$ cat src/rtl/armleosoc_axi2simple_burst_converter_pkg.sv
// Shared AXI encodings, response codes and converter state encoding.
// Also holds the request legality check used on every AR/AW accept.
package armleosoc_axi2simple_burst_converter_pkg;

  localparam logic [1:0] BURST_FIXED    = 2'b00;
  localparam logic [1:0] BURST_INCR     = 2'b01;
  localparam logic [1:0] BURST_WRAP     = 2'b10;
  localparam logic [1:0] BURST_RESERVED = 2'b11;

  localparam logic [1:0] RESP_OKAY   = 2'b00;
  localparam logic [1:0] RESP_SLVERR = 2'b10;
  localparam logic [1:0] RESP_DECERR = 2'b11;

  typedef enum logic [1:0] {
    ST_IDLE,
    ST_READ,
    ST_WRITE_DATA,
    ST_WRITE_RESP
  } state_t;

  // Only full-width, size-aligned beats with a legal burst type/WRAP length are served.
  function automatic logic burst_illegal(input logic [2:0] size,
                                         input logic [2:0] size_log,
                                         input logic [7:0] len,
                                         input logic [1:0] burst,
                                         input logic [7:0] addr_lo);
    logic [7:0] align_mask;
    align_mask = (8'd1 << size) - 8'd1;
    return (size != size_log) ||
           (burst == BURST_RESERVED) ||
           ((addr_lo & align_mask) != 8'd0) ||
           ((burst == BURST_WRAP) && !(len inside {8'd1, 8'd3, 8'd7, 8'd15}));
  endfunction

endpackage

$ cat src/rtl/armleosoc_axi_burst_addr_gen.sv
// Combinational AXI next-beat address for FIXED, INCR and WRAP bursts.
module armleosoc_axi_burst_addr_gen
  import armleosoc_axi2simple_burst_converter_pkg::*;
#(
  parameter int ADDR_WIDTH = 34
) (
  input  logic [ADDR_WIDTH-1:0] addr,
  input  logic [7:0]            len,
  input  logic [2:0]            size,
  input  logic [1:0]            burst,
  output logic [ADDR_WIDTH-1:0] next_addr
);

  logic [ADDR_WIDTH-1:0] beat_bytes;
  logic [ADDR_WIDTH-1:0] incr_addr;
  logic [ADDR_WIDTH-1:0] wrap_mask;

  // WRAP lengths are powers of two, so the window is a simple low-bit mask.
  always_comb begin
    beat_bytes = ADDR_WIDTH'(1) << size;
    incr_addr  = addr + beat_bytes;
    wrap_mask  = ((ADDR_WIDTH'(len) + ADDR_WIDTH'(1)) << size) - ADDR_WIDTH'(1);
    case (burst)
      BURST_FIXED: next_addr = addr;
      BURST_INCR:  next_addr = incr_addr;
      BURST_WRAP:  next_addr = (addr & ~wrap_mask) | (incr_addr & wrap_mask);
      default:     next_addr = addr;
    endcase
  end

endmodule

$ cat src/rtl/armleosoc_axi2simple_burst_converter.sv
// AXI4 subordinate that splits FIXED/INCR/WRAP bursts into single-beat
// accesses on the simple register interface, one beat per cycle.
module armleosoc_axi2simple_burst_converter
  import armleosoc_axi2simple_burst_converter_pkg::*;
#(
  parameter int ADDR_WIDTH = 34,
  parameter int DATA_WIDTH = 32,
  parameter int ID_WIDTH   = 4
) (
  input  logic                    clk,
  input  logic                    rst,

  input  logic                    axi_awvalid,
  output logic                    axi_awready,
  input  logic [ADDR_WIDTH-1:0]   axi_awaddr,
  input  logic [7:0]              axi_awlen,
  input  logic [2:0]              axi_awsize,
  input  logic [1:0]              axi_awburst,
  input  logic [ID_WIDTH-1:0]     axi_awid,
  input  logic                    axi_awlock,
  input  logic [3:0]              axi_awcache,
  input  logic [2:0]              axi_awprot,
  input  logic [3:0]              axi_awqos,
  input  logic [3:0]              axi_awregion,

  input  logic                    axi_wvalid,
  output logic                    axi_wready,
  input  logic [DATA_WIDTH-1:0]   axi_wdata,
  input  logic [DATA_WIDTH/8-1:0] axi_wstrb,
  input  logic                    axi_wlast,

  output logic                    axi_bvalid,
  input  logic                    axi_bready,
  output logic [1:0]              axi_bresp,
  output logic [ID_WIDTH-1:0]     axi_bid,

  input  logic                    axi_arvalid,
  output logic                    axi_arready,
  input  logic [ADDR_WIDTH-1:0]   axi_araddr,
  input  logic [7:0]              axi_arlen,
  input  logic [2:0]              axi_arsize,
  input  logic [1:0]              axi_arburst,
  input  logic [ID_WIDTH-1:0]     axi_arid,
  input  logic                    axi_arlock,
  input  logic [3:0]              axi_arcache,
  input  logic [2:0]              axi_arprot,
  input  logic [3:0]              axi_arqos,
  input  logic [3:0]              axi_arregion,

  output logic                    axi_rvalid,
  input  logic                    axi_rready,
  output logic [DATA_WIDTH-1:0]   axi_rdata,
  output logic [1:0]              axi_rresp,
  output logic                    axi_rlast,
  output logic [ID_WIDTH-1:0]     axi_rid,

  input  logic                    address_error,
  input  logic                    write_error,
  output logic [ADDR_WIDTH-1:0]   address,
  output logic                    write,
  output logic [DATA_WIDTH-1:0]   write_data,
  output logic [DATA_WIDTH/8-1:0] write_byteenable,
  output logic                    read,
  input  logic [DATA_WIDTH-1:0]   read_data
);

  localparam logic [2:0] SIZE_LOG = 3'($clog2(DATA_WIDTH / 8));

  state_t                state, state_nxt;
  logic                  last_grant_write;
  logic [ADDR_WIDTH-1:0] addr_q, addr_nxt;
  logic [7:0]            len_q, beat_cnt;
  logic [2:0]            size_q;
  logic [1:0]            burst_q;
  logic [ID_WIDTH-1:0]   id_q;
  logic                  err_q;
  logic                  issued_all;

  logic                  rvalid_q, rlast_q;
  logic [DATA_WIDTH-1:0] rdata_q;
  logic [1:0]            rresp_q, bresp_q;
  logic [ID_WIDTH-1:0]   rid_q;

  logic                  grant_write, grant_read, ar_hs, aw_hs;
  logic                  last_beat, beat_issue, w_beat;
  logic [ADDR_WIDTH-1:0] req_addr;
  logic [7:0]            req_len;
  logic [2:0]            req_size;
  logic [1:0]            req_burst;
  logic [ID_WIDTH-1:0]   req_id;
  logic [1:0]            r_resp, w_resp;
  logic                  unused_ok;

  assign unused_ok = ^{axi_awlock, axi_awcache, axi_awprot, axi_awqos, axi_awregion,
                       axi_arlock, axi_arcache, axi_arprot, axi_arqos, axi_arregion};

  // 1-bit round robin: on contention the channel not granted last time wins.
  assign grant_write = axi_awvalid && (!axi_arvalid || !last_grant_write);
  assign grant_read  = axi_arvalid && !grant_write;
  assign ar_hs       = axi_arvalid && axi_arready;
  assign aw_hs       = axi_awvalid && axi_awready;

  assign req_addr  = grant_write ? axi_awaddr  : axi_araddr;
  assign req_len   = grant_write ? axi_awlen   : axi_arlen;
  assign req_size  = grant_write ? axi_awsize  : axi_arsize;
  assign req_burst = grant_write ? axi_awburst : axi_arburst;
  assign req_id    = grant_write ? axi_awid    : axi_arid;

  assign last_beat  = (beat_cnt == len_q);
  assign beat_issue = (state == ST_READ) && !issued_all && (!rvalid_q || axi_rready);
  assign w_beat     = (state == ST_WRITE_DATA) && axi_wvalid;

  assign r_resp = err_q         ? RESP_SLVERR :
                  address_error ? RESP_DECERR : RESP_OKAY;
  assign w_resp = err_q                                 ? RESP_SLVERR :
                  address_error                         ? RESP_DECERR :
                  (write_error || (axi_wlast != last_beat)) ? RESP_SLVERR : RESP_OKAY;

  armleosoc_axi_burst_addr_gen #(
    .ADDR_WIDTH(ADDR_WIDTH)
  ) u_addr_gen (
    .addr      (addr_q),
    .len       (len_q),
    .size      (size_q),
    .burst     (burst_q),
    .next_addr (addr_nxt)
  );

  always_ff @(posedge clk) begin
    if (rst) state <= ST_IDLE;
    else     state <= state_nxt;
  end

  always_comb begin
    state_nxt = state;
    case (state)
      ST_IDLE: begin
        if (grant_write)     state_nxt = ST_WRITE_DATA;
        else if (grant_read) state_nxt = ST_READ;
      end
      ST_READ:       if (rvalid_q && axi_rready && rlast_q) state_nxt = ST_IDLE;
      ST_WRITE_DATA: if (w_beat && last_beat)               state_nxt = ST_WRITE_RESP;
      ST_WRITE_RESP: if (axi_bready)                        state_nxt = ST_IDLE;
      default:       state_nxt = ST_IDLE;
    endcase
  end

  always_comb begin
    axi_arready = (state == ST_IDLE) && grant_read && !rst;
    axi_awready = (state == ST_IDLE) && grant_write && !rst;
    axi_wready  = (state == ST_WRITE_DATA);
    axi_bvalid  = (state == ST_WRITE_RESP);
    read        = beat_issue && !err_q;
    write       = w_beat && !err_q;
  end

  // Request latch, beat advance and the registered R stage share one process.
  always_ff @(posedge clk) begin
    if (rst) begin
      last_grant_write <= 1'b0;
      addr_q           <= '0;
      len_q            <= '0;
      size_q           <= '0;
      burst_q          <= '0;
      id_q             <= '0;
      beat_cnt         <= '0;
      err_q            <= 1'b0;
      issued_all       <= 1'b0;
      rvalid_q         <= 1'b0;
      rlast_q          <= 1'b0;
      rdata_q          <= '0;
      rresp_q          <= RESP_OKAY;
      rid_q            <= '0;
      bresp_q          <= RESP_OKAY;
    end else begin
      if (ar_hs || aw_hs) begin
        last_grant_write <= aw_hs;
        addr_q           <= req_addr;
        len_q            <= req_len;
        size_q           <= req_size;
        burst_q          <= req_burst;
        id_q             <= req_id;
        beat_cnt         <= '0;
        err_q            <= burst_illegal(req_size, SIZE_LOG, req_len, req_burst, req_addr[7:0]);
        issued_all       <= 1'b0;
        if (aw_hs) bresp_q <= RESP_OKAY;
      end
      if (beat_issue) begin
        rvalid_q <= 1'b1;
        rdata_q  <= err_q ? '0 : read_data;
        rresp_q  <= r_resp;
        rlast_q  <= last_beat;
        rid_q    <= id_q;
        addr_q   <= addr_nxt;
        beat_cnt <= beat_cnt + 8'd1;
        if (last_beat) issued_all <= 1'b1;
      end else if (rvalid_q && axi_rready) begin
        rvalid_q <= 1'b0;
        rlast_q  <= 1'b0;
      end
      if (w_beat) begin
        addr_q   <= addr_nxt;
        beat_cnt <= beat_cnt + 8'd1;
        bresp_q  <= (w_resp > bresp_q) ? w_resp : bresp_q;
      end
    end
  end

  assign axi_rvalid       = rvalid_q;
  assign axi_rdata        = rdata_q;
  assign axi_rresp        = rresp_q;
  assign axi_rlast        = rlast_q;
  assign axi_rid          = rid_q;
  assign axi_bresp        = bresp_q;
  assign axi_bid          = id_q;
  assign address          = addr_q;
  assign write_data       = axi_wdata;
  assign write_byteenable = axi_wstrb;

endmodule
$ cat config.mk
export PLATFORM = sky130hd
export DESIGN_NAME = armleosoc_axi2simple_burst_converter
export DESIGN_NICKNAME = d
export VERILOG_FILES = /design/src/rtl/armleosoc_axi2simple_burst_converter_pkg.sv /design/src/rtl/armleosoc_axi_burst_addr_gen.sv /design/src/rtl/armleosoc_axi2simple_burst_converter.sv
export SDC_FILE = /design/constraint.sdc
export NUM_CORES = 1
export LEC_CHECK = 0
export ABC_AREA = 1
export BUFFER_PORTS_ARGS = -buffer_cell sky130_fd_sc_hd__buf_4
export CORE_ASPECT_RATIO = 0.7
export CORE_UTILIZATION = 51
export DETAILED_ROUTE_END_ITERATION = 8
export PLACE_DENSITY = 0.83
export SLEW_MARGIN = 10
export SYNTH_ARGS = -nofsm -noshare
export SYNTH_HDL_FRONTEND = slang
export SYNTH_SLANG_ARGS = --single-unit
$ cat constraint.sdc
create_clock -name clk -period 8.3 [get_ports clk]
set_input_delay 0.415 -clock clk [delete_from_list [all_inputs] [get_ports clk]]
set_output_delay 0.415 -clock clk [all_outputs]
set_load 0.005 [all_outputs]
==> results of run 1 <==
-- per-layer routing --
metal / GRT usage / vias to the layer above
li1: - / 4699
met1: 0.410 / 4187
met2: 0.490 / 434
met3: 0.0640 / 24
met4: 0.0678 / 0
met5: 0 / -
-- per-stage QoR --
stage | instance area, um2 | total power, W | hold WS [ns] | setup slack, ns
finish | 10000 | 0.00298 | 0.298 | 4.39
global route | 10000 | 0.00322 | 0.294 | 3.95
CTS | 10000 | 0.00296 | 0.290 | 4.54
detailed placement | 9680 | 0.00250 | 0.455 | 4.28
global placement | 9680 | 0.00245 | 0.452 | 4.36
floorplan | 8170 | 0.00194 | 0.445 | 5.40
-- cell usage after synthesis (10+ instances only) --
library cell | count | area [um2]
nand3_1 | 108 | 541
nor2_1 | 65 | 244
xor2_1 | 16 | 140
inv_1 | 89 | 334
nor3_1 | 24 | 120
buf_4 | 40 | 300
a21oi_1 | 154 | 771
dfxtp_1 | 106 | 2120
clkbuf_1 | 54 | 203
nand2_1 | 429 | 1610
nand2_2 | 15 | 93.8
o21ai_0 | 83 | 415
o21ai_1 | 16 | 80.1
nand3_2 | 10 | 100
a31oi_1 | 11 | 68.8
ha_1 | 16 | 200
-- sequential cells by signal (all words and copies together) (netlist names), 2 cells and up --
signal	count
axi_bresp	2
axi_rresp	2
axi_bid	4
address	34
beat_cnt	8
size_q	3
axi_rid	4
axi_rdata	32
state	2
len_q	8
burst_q	2
-- critical path, cell delays in order, from the launching register on --
cell	delay (ns)
dfxtp_1	0.48
inv_1	0.43
nand2_1	0.15
nor2_1	0.19
inv_1	0.08
fa_1	0.45
o21ai_1	0.26
nand2_1	0.09
nand2_1	0.07
nand2_1	0.05
nand2_1	0.11
nand3_1	0.12
nand2_1	0.11
nand2_1	0.14
nor3_2	0.37
nand2_1	0.13
nor2_1	0.15
nor2_1	0.06
nor2_1	0.09
nand3_1	0.08
nand2_1	0.06
nand2_1	0.05
a21oi_1	0.11
-- power by group --
group / leakage, nW / total, W / switching (W) / internal (W)
clock network: 0.156 / 0.000462 / 0.000240 / 0.000222
logic: 3.60 / 0.00164 / 0.00101 / 0.000631
registers: 0.869 / 0.000879 / 0.000217 / 0.000662
-- cell families (layout without fill, tap and decap cells) --
kind of cell | after synthesis | count (layout) | synth area share
buffers and inverters | 204 | 357 | 0.113
flip-flops | 106 | 106 | 0.260
multiplexers | 4 | 4 | 0.00490
XOR/XNOR | 22 | 22 | 0.0236
adder cells (fa/ha/maj) | 17 | 17 | 0.0269
AO/OA/AOI/OAI | 297 | 297 | 0.199
AND/OR/NAND/NOR | 689 | 689 | 0.373
-- worst min path at each step --
stage	startpoint	to	depth (start not counted)	slack, ns
final	read_data[19]	axi_rdata[19]$_SDFFE_PP0P_	3	0.30
after global routing	read_data[24]	axi_rdata[24]$_SDFFE_PP0P_	3	0.29
after CTS	read_data[24]	axi_rdata[24]$_SDFFE_PP0P_	3	0.29
after detailed placement	axi_rdata[11]$_SDFFE_PP0P_	axi_rdata[11]$_SDFFE_PP0P_	2	0.46
after global placement	axi_rdata[24]$_SDFFE_PP0P_	axi_rdata[24]$_SDFFE_PP0P_	2	0.45
after floorplan	issued_all$_SDFF_PP0_	issued_all$_SDFF_PP0_	2	0.45
-- layout make-up --
type,instances,area [um2],area share
flip-flops and latches,106,2120,0.212
inverters,101,379,0.0379
clock buffers,9,225,0.0225
repair buffers,240,1800,0.180
clock inverters,7,96.3,0.00963
multi-input cells,1029,5130,0.513
well taps,200,250,0.0250
==> results.txt, run 1 <==
* Reg2reg path depth: 22
- In the final routed layout, each cell accounts on average for 15.0 um.
- R2R Setup Slk: 4.39 ns
- Total number of vias: 9344
* CTS tree: built
- Placer congestion estimate: 0.921
- The synthesized netlist occupies a cell area of 0.00817 mm2.
- During synthesis, Yosys emitted a total of 0 warnings.
- Counting flops with a built-in enable in the synthesized netlist gives 0.
- The initial antenna violation count came to 0.
- Core footprint: 0.0156 mm2
- After global routing the overflow that remains totals 0.
* Post-Route Setup TNS: 0 ns
- Critical R2R Launch: size_q[1]$_SDFFE_PP0P_
- The first routing iteration left 836 violations.
* Routed met1 length: 11600 um
* Origin of the worst setup path: size_q[1]$_SDFFE_PP0P_
- Via count of the first global-routing pass: 8321
* Die span in y: 108 um
- Post CTS Setup Buffer Count: 0
* Routed length on met2: 11100 um
- Max-slew headroom: 0.407
- In this run the count of I/O pins placed on the die edge is 334.
- Highest routed layer: met4
- Detailed placement ended at an HPWL of 18300 um.
- Cell at the root of the clock tree: clkbuf_16
- Nets in the synthesized netlist: 1568
* Most common flop cell mapped by yosys: dfxtp_1
* Final design utilization: 0.641
* Global-route usage over all layers: 0.302
- Detail-routed via count per cell: 5.52
* Post-route fraction of the period consumed by the critical path: 0.471
- The finished layout holds 1692 standard cells, fillers aside.
* Die area: 0.0165 mm2
- Maximum clock frequency: 256 MHz
- Clock skew on the completed layout was measured at 0.0112 ns.
* Layout overhead on the synthesized area: 22.4%
* Register bit count reported by yosys: 106
- The flow ran to the end, and the final reports show no timing, DRC or antenna violations.
- ANT nets after route: 0
* Clock latency reported for the late side of the worst-skew pair: 0.36 ns
- Setup repair after global routing left no endpoint under its margin.
- Worst setup path endpoint: address[28]$_SDFFE_PP0P_
* Starting density of the core: 0.524
* Worst Tran Pin Value: 0.885 ns
* Cell count after synthesis: 1339
* # Max-Cap Violations: 0
- For this run, asynchronously set or reset flops after synthesis account for 0.
- The floorplan has 38 rows.
- Post-CTS Hold Buffers: 0
- Of the cells placed in the final design, the portion with a size suffix greater than 1 is 0.211.
- The setup path with the least slack is of type flop to flop.
* H-tree Lvls: 3
* Kind of start point of the critical path: flop
- CP Capture Type: flop
* Critical R2R Capture: address[28]$_SDFFE_PP0P_
- The min-delay analysis places its worst path in the category input pin to flop.
- Commonest non-fill, non-tap cell in the layout: nand2_1
* Setup Viol. Count Final: 0
* CTS-repair resized insts: 0
- Routed met3 length: 2260 um
* Clock slew seen by the registers of the worst setup and hold paths: 0.09 ns
* Maximum resistive drop on vdd: 159 uV
* Number of sinks handled by clock tree synthesis: 106
- Entering global routing, the biggest net connects 60 pins.
- The total count of hold-check failures in the final report was 0.
- Total placed cells including tap cells: 1676
* Mean instance size in the synthesized netlist: 6.10 um2
- After filler insertion, the fill cell instance count of the layout stands at 1420.
- The library cells used most frequently in the layout, excluding fill and tap cells, are nand2_1, buf_4, a21oi_1, nand3_1, dfxtp_1.
- Final period demand of the worst path: 3.91 ns
- The final layout contains routed wiring with a total length of 25300 um.
- Worst EP arrival: 4.20 ns
- Reported leakage power: 4.62 nW
* Number of buffers created by CTS: 9
* Number of detailed-routing iterations run before antenna repair: 5
- Chip Width: 153 um
* Seq/Total Area, Yosys: 0.260
* Largest driver fanout on the critical path: 15
* Required time reported for the critical path endpoint: 8.59 ns
- Dividing total power by cell area gives a power density of 298 mW/mm2.
- The count of buffers added on input and output ports is 229.
* Count of unique library cells instantiated by Yosys: 51
- Number of nets in the final layout: 1716
- After detailed routing, the number of remaining DRC violations is 0.
- The final-report max-slew violation count is 0.
- Diode count: 0
- Global-route wire length before repair: 40700 um
- Longest Clk Path Bufs: 2
(Power assumes the default switching activity.)
==> inputs of run 2 (changes only) <==
ABC_AREA = 0   (was 1)
CORE_UTILIZATION = 49   (was 51)
PLACE_DENSITY = 0.81   (was 0.83)
clock period = 4.1 ns   (was 8.3 ns; I/O delays follow)
==> run 2 against run 1 <==
- combinational power rose by 3%
- die area fell by 0.39%
- area after synthesis fell by 4.3%
- first-iteration DRC count rose by 26%
- cell count fell by 14%
- maximum frequency rose by 5.7%
- global-route usage rose by 0.44 points
- sequential share of layout area rose by 0.69 points
- largest cell class unchanged
==> results.txt, run 2 <==
* Number of synthesized flops with an enable pin: 0 (unchanged)
* Sw Share: 0.405 (-0.0860)
- The DRC violation count after routing came to 0 (unchanged).
* Global-route congestion overflow total: 0 (unchanged)
- The setup path with the least slack is of type flop to flop.
- The post-layout net count came to 1472 (-14%).
* Result of the run: finished, final reports clean
- In this run the most critical hold path is launched from axi_awid[1].
- The highest metal layer carrying signal wires in the routed design is met4.
- Max-slew headroom: 0.309 (-0.0974)
* H-tree Lvls: 3 (unchanged)
- Half-perimeter wire length of the detailed placement result: 18800 um (+2.9%)
- Critical R2R Launch: size_q[1]$_SDFFE_PP0P_
- Total number of vias: 8825 (-5.6%)
* Yosys top cell area share: 0.271 (+0.0117)
- RSZ-0062 raised after global routing: no
- Power per unit of standard cell area: 415 mW/mm2 (+39%)
- Top post-synthesis cells by count: nand2_1, nor2_1, dfxtp_1, a21oi_1, clkbuf_1
- The proportion of synthesized flip-flops having asynchronous set or reset came to 0 (unchanged).
- Mean instance size in the synthesized netlist: 7.10 um2 (+16%)
- The power share of the sequential group came to 0.341 (+0.046).
- Global-route usage over all layers: 0.306 (+0.00442)
- Largest driver fanout on the critical path: 15 (unchanged)
- nand2_1 is the most common cell in the netlist.
- Worst EP arrival: 3.98 ns (-0.22 ns)
* Hold EP: axi_bid[1]$_SDFFE_PP0P_
* Die span in y: 108 um (-0.19%)
* Cell count after synthesis: 1101 (-18%)
- The average wire per cell in the routed design was 18.0 um (+20%).
- The final clock skew was 0.0122 ns (+0.000967 ns).
- The summed instance area of the synthesized netlist is 0.00782 mm2 (-4.3%).
- Max reg flops: 34 (unchanged)
- The slowest stage of the critical path belongs to the cell dfxtp_1.
- The hold buffer count at cts was 0 (unchanged).
- The die outline width is 153 um (-0.20%).
* Maximum resistive drop on vdd: 297 uV (+86%)
- The maximum number of buffers from clock root to sink was 2 (unchanged).
* Number of buffers created by CTS: 9 (unchanged)
- The total routed wirelength is 26100 um (+3.1%).
- The filler cell count is 1398 (-1.5%).
* Most Frequent Cell on Critical Path: nor2_1
- Total area of multi-input combinational cells: 0.00502 mm2 (-2.1%)
- Number of detailed-routing iterations run before antenna repair: 5 (unchanged)
* Routed length on met2: 11400 um (+2.7%)
* Detail-routed via count per cell: 6.09 (+10%)
* Buffers and inverters on the worst path: 2 (unchanged)
- The part of the total power dissipated in the clock network was 0.238 (+0.083).
* Highest-count cells in the layout ignoring fill and taps: buf_4, nand2_1, nor2_1, dfxtp_1, a21oi_1
* Commonest non-fill, non-tap cell in the layout: buf_4
- The signal on the critical path passes through nor2_1 > nand2_1 > inv_1 > ha_1 > inv_1 > fa_1 > nor2b_1 > o21ai_0 > a311oi_1 > nor2_1 > nor2_1 > nand2_1 > nor2_1 > a41oi_1 > o31ai_1.
- The final-report max-slew violation count came to 0 (unchanged).
- The largest incremental delay on the critical path is 0.47 ns (about the same).
- STA classifies the critical path startpoint as a flop.
- Number of antenna violations at the first check in global routing: 0 (unchanged)
- Placement Rows: 38 (unchanged)
- The count of maximum capacitance violations was 0 (unchanged).
- Via count of the first global-routing pass: 7932 (-4.7%)
- Leading post-synthesis cells by cell area: dfxtp_1, nand2_1, a21oi_1, nor2_1, buf_4
- The utilization after layout was 0.623 (-0.0184).
- CP Capture Type: flop
- The number of setup violations in the final report was 0 (unchanged).
- Post-route fraction of the period consumed by the critical path: 0.902 (+0.431)
- The footprint of the flip-flops and latches is 0.00212 mm2 (unchanged).
* Starting density of the core: 0.503 (-0.0210)
* Required time reported for the critical path endpoint: 4.38 ns (-4.21 ns)
- Placer congestion estimate: 0.986 (+7.1%)
- Number of cells traversed by the worst hold path: 3 (unchanged)
- Maximum number of pins on one net before global-route repair: 75 (+25%)
- Seq/Total Area, Yosys: 0.271 (+0.0117)
- Cell depth of the worst setup path: 15 (-32%)
- ANT nets after route: 0 (unchanged)
* CTS tree: built
- Post CTS Setup Buffer Count: 0 (unchanged)
* Routed met3 length: 2870 um (+27%)
- The violation count after the first detailed-routing iteration came to 1053 (+26%).
- Number of sinks handled by clock tree synthesis: 106 (unchanged)
* Share of final-layout standard cells stronger than drive strength 1: 0.233 (+0.0220)
- Most common flop cell mapped by yosys: dfxtp_1
- The worst-case reg-to-reg path depth was 15 (-32%).
- Relative to the synthesized area, the layout overhead comes to 23.9%.
- Library cell with the largest summed area after synthesis: dfxtp_1
- Total number of yosys warnings: 0 (unchanged)
- The count of buffers inserted at the top-level ports is 229 (unchanged).
- The number of gates resized after cts is 0 (unchanged).
- Internal power contribution: 0.00239 W (+58%)
* Routed met1 length: 11500 um (-1.2%)
* Clock latency reported for the late side of the worst-skew pair: 0.36 ns (about the same)
* Maximum clock frequency: 270 MHz (+5.7%)
- Nets in the synthesized netlist: 1330 (-15%)
* Final period demand of the worst path: 3.70 ns (-0.212 ns)
- The power share of the combinational group was 0.421 (-0.129).
- R2R Setup Slk: 0.40 ns (-3.99 ns)
- The total count of hold-check failures in the final report is 0 (unchanged).
- The clock transition at the registers of the reported paths was 0.08 ns (about the same).
- Count of unique library cells instantiated by Yosys: 76 (+49%)
* Cell at the root of the clock tree: clkbuf_16
- Die area: 0.0165 mm2 (-0.39%)
- The area inside the core boundary is 0.0155 mm2 (-0.31%).
* Worst Tran Pin Value: 1.04 ns (+0.152 ns)
- Classification of the worst-slack hold path: input pin to flop
- The power spent charging and discharging nets is 0.00163 W (+11%).
- Post-Route Setup TNS: 0 ns (unchanged)
* Reported leakage power: 3.96 nW (-14%)
* Boundary pin count: 334 (unchanged)
- The final antenna diode count is 0 (unchanged).
- The global-route wire length before repair is 40400 um (-0.59%).
- Critical R2R Capture: address[24]$_SDFFE_PP0P_
- Top delay family on crit path: simple AND/OR/NAND/NOR gates
- Register bit count reported by yosys: 106 (unchanged)
[run 2: cell count changes after synthesis, moves of 36 or more]
cell	change
a21oi_1	-51
inv_1	-67
nand2_1	-257
nand3_1	-70
nor2_1	+62
nor3b_1	+36
o21ai_0	-44
[run 2: how the worst max path moves through the flow]
stage | endpoint | start | slack, ns
2_1_floorplan | address[24]$_SDFFE_PP0P_ | size_q[1]$_SDFFE_PP0P_ | 0.96
3_3_place_gp | address[24]$_SDFFE_PP0P_ | size_q[1]$_SDFFE_PP0P_ | 0.68
3_5_place_dp | address[24]$_SDFFE_PP0P_ | size_q[1]$_SDFFE_PP0P_ | 0.55
4_1_cts | address[24]$_SDFFE_PP0P_ | size_q[1]$_SDFFE_PP0P_ | 0.51
5_1_grt | address[24]$_SDFFE_PP0P_ | size_q[1]$_SDFFE_PP0P_ | 0.03
6_report | address[24]$_SDFFE_PP0P_ | size_q[1]$_SDFFE_PP0P_ | 0.40
[run 2: cells by family (layout without fill, tap and decap cells)]
logic type	count (synthesis)	count (layout)	share of synthesized area
AND/OR/NAND/NOR	473	473	0.282
AO/OA/AOI/OAI	318	318	0.275
buffers and inverters	142	289	0.0890
flip-flops	106	106	0.271
XOR/XNOR	32	32	0.0358
adder cells (fa/ha/maj)	17	17	0.0282
multiplexers	13	13	0.0187
[run 2: routing by layer]
layer	global-route usage	vias up
met5	0	-
met4	0.0859	0
met3	0.0857	38
met2	0.482	510
met1	0.408	4065
li1	-	4212
[run 2: metrics by stage]
stage / hold slack (ns) / power [W] / std cells / area, um2 / setup WS (ns)
2_1_floorplan: 0.321 / 0.00243 / 1101 / 7820 / 0.961
3_3_place_gp: 0.410 / 0.00300 / 1432 / 9350 / 0.685
3_5_place_dp: 0.410 / 0.00304 / 1432 / 9350 / 0.551
4_1_cts: 0.102 / 0.00400 / 1448 / 9690 / 0.509
5_1_grt: 0.113 / 0.00425 / 1448 / 9690 / 0.0265
6_report: 0.103 / 0.00402 / 1448 / 9690 / 0.400
[run 2: power by group through the flow]
stage          sequential (W)  combinational (W)  clock, W
2_1_floorplan         0.00131            0.00112         0
3_3_place_gp          0.00138            0.00163         0
3_5_place_dp          0.00138            0.00166         0
4_1_cts               0.00136            0.00167  0.000969
5_1_grt               0.00139            0.00185   0.00101
6_report              0.00137            0.00169  0.000957
[run 2: cell type report]
cell class | count | area share
clock inverter | 7 | 0.0111
sequential | 106 | 0.219
timing repair buffer | 250 | 0.194
inverter | 23 | 0.00891
clock buffer | 9 | 0.0233
multi-input combinational | 853 | 0.518
tap | 200 | 0.0258
[run 2: worst reg2reg max path, stage by stage, from the launching register on]
cell and delay (ns):
dfxtp_1 0.47, nor2_1 0.22, nand2_1 0.14, inv_1 0.12
ha_1 0.18, inv_1 0.06, fa_1 0.40, nor2b_1 0.16
o21ai_0 0.15, a311oi_1 0.35, nor2_1 0.16, nor2_1 0.42
nand2_1 0.15, nor2_1 0.25, a41oi_1 0.16, o31ai_1 0.23
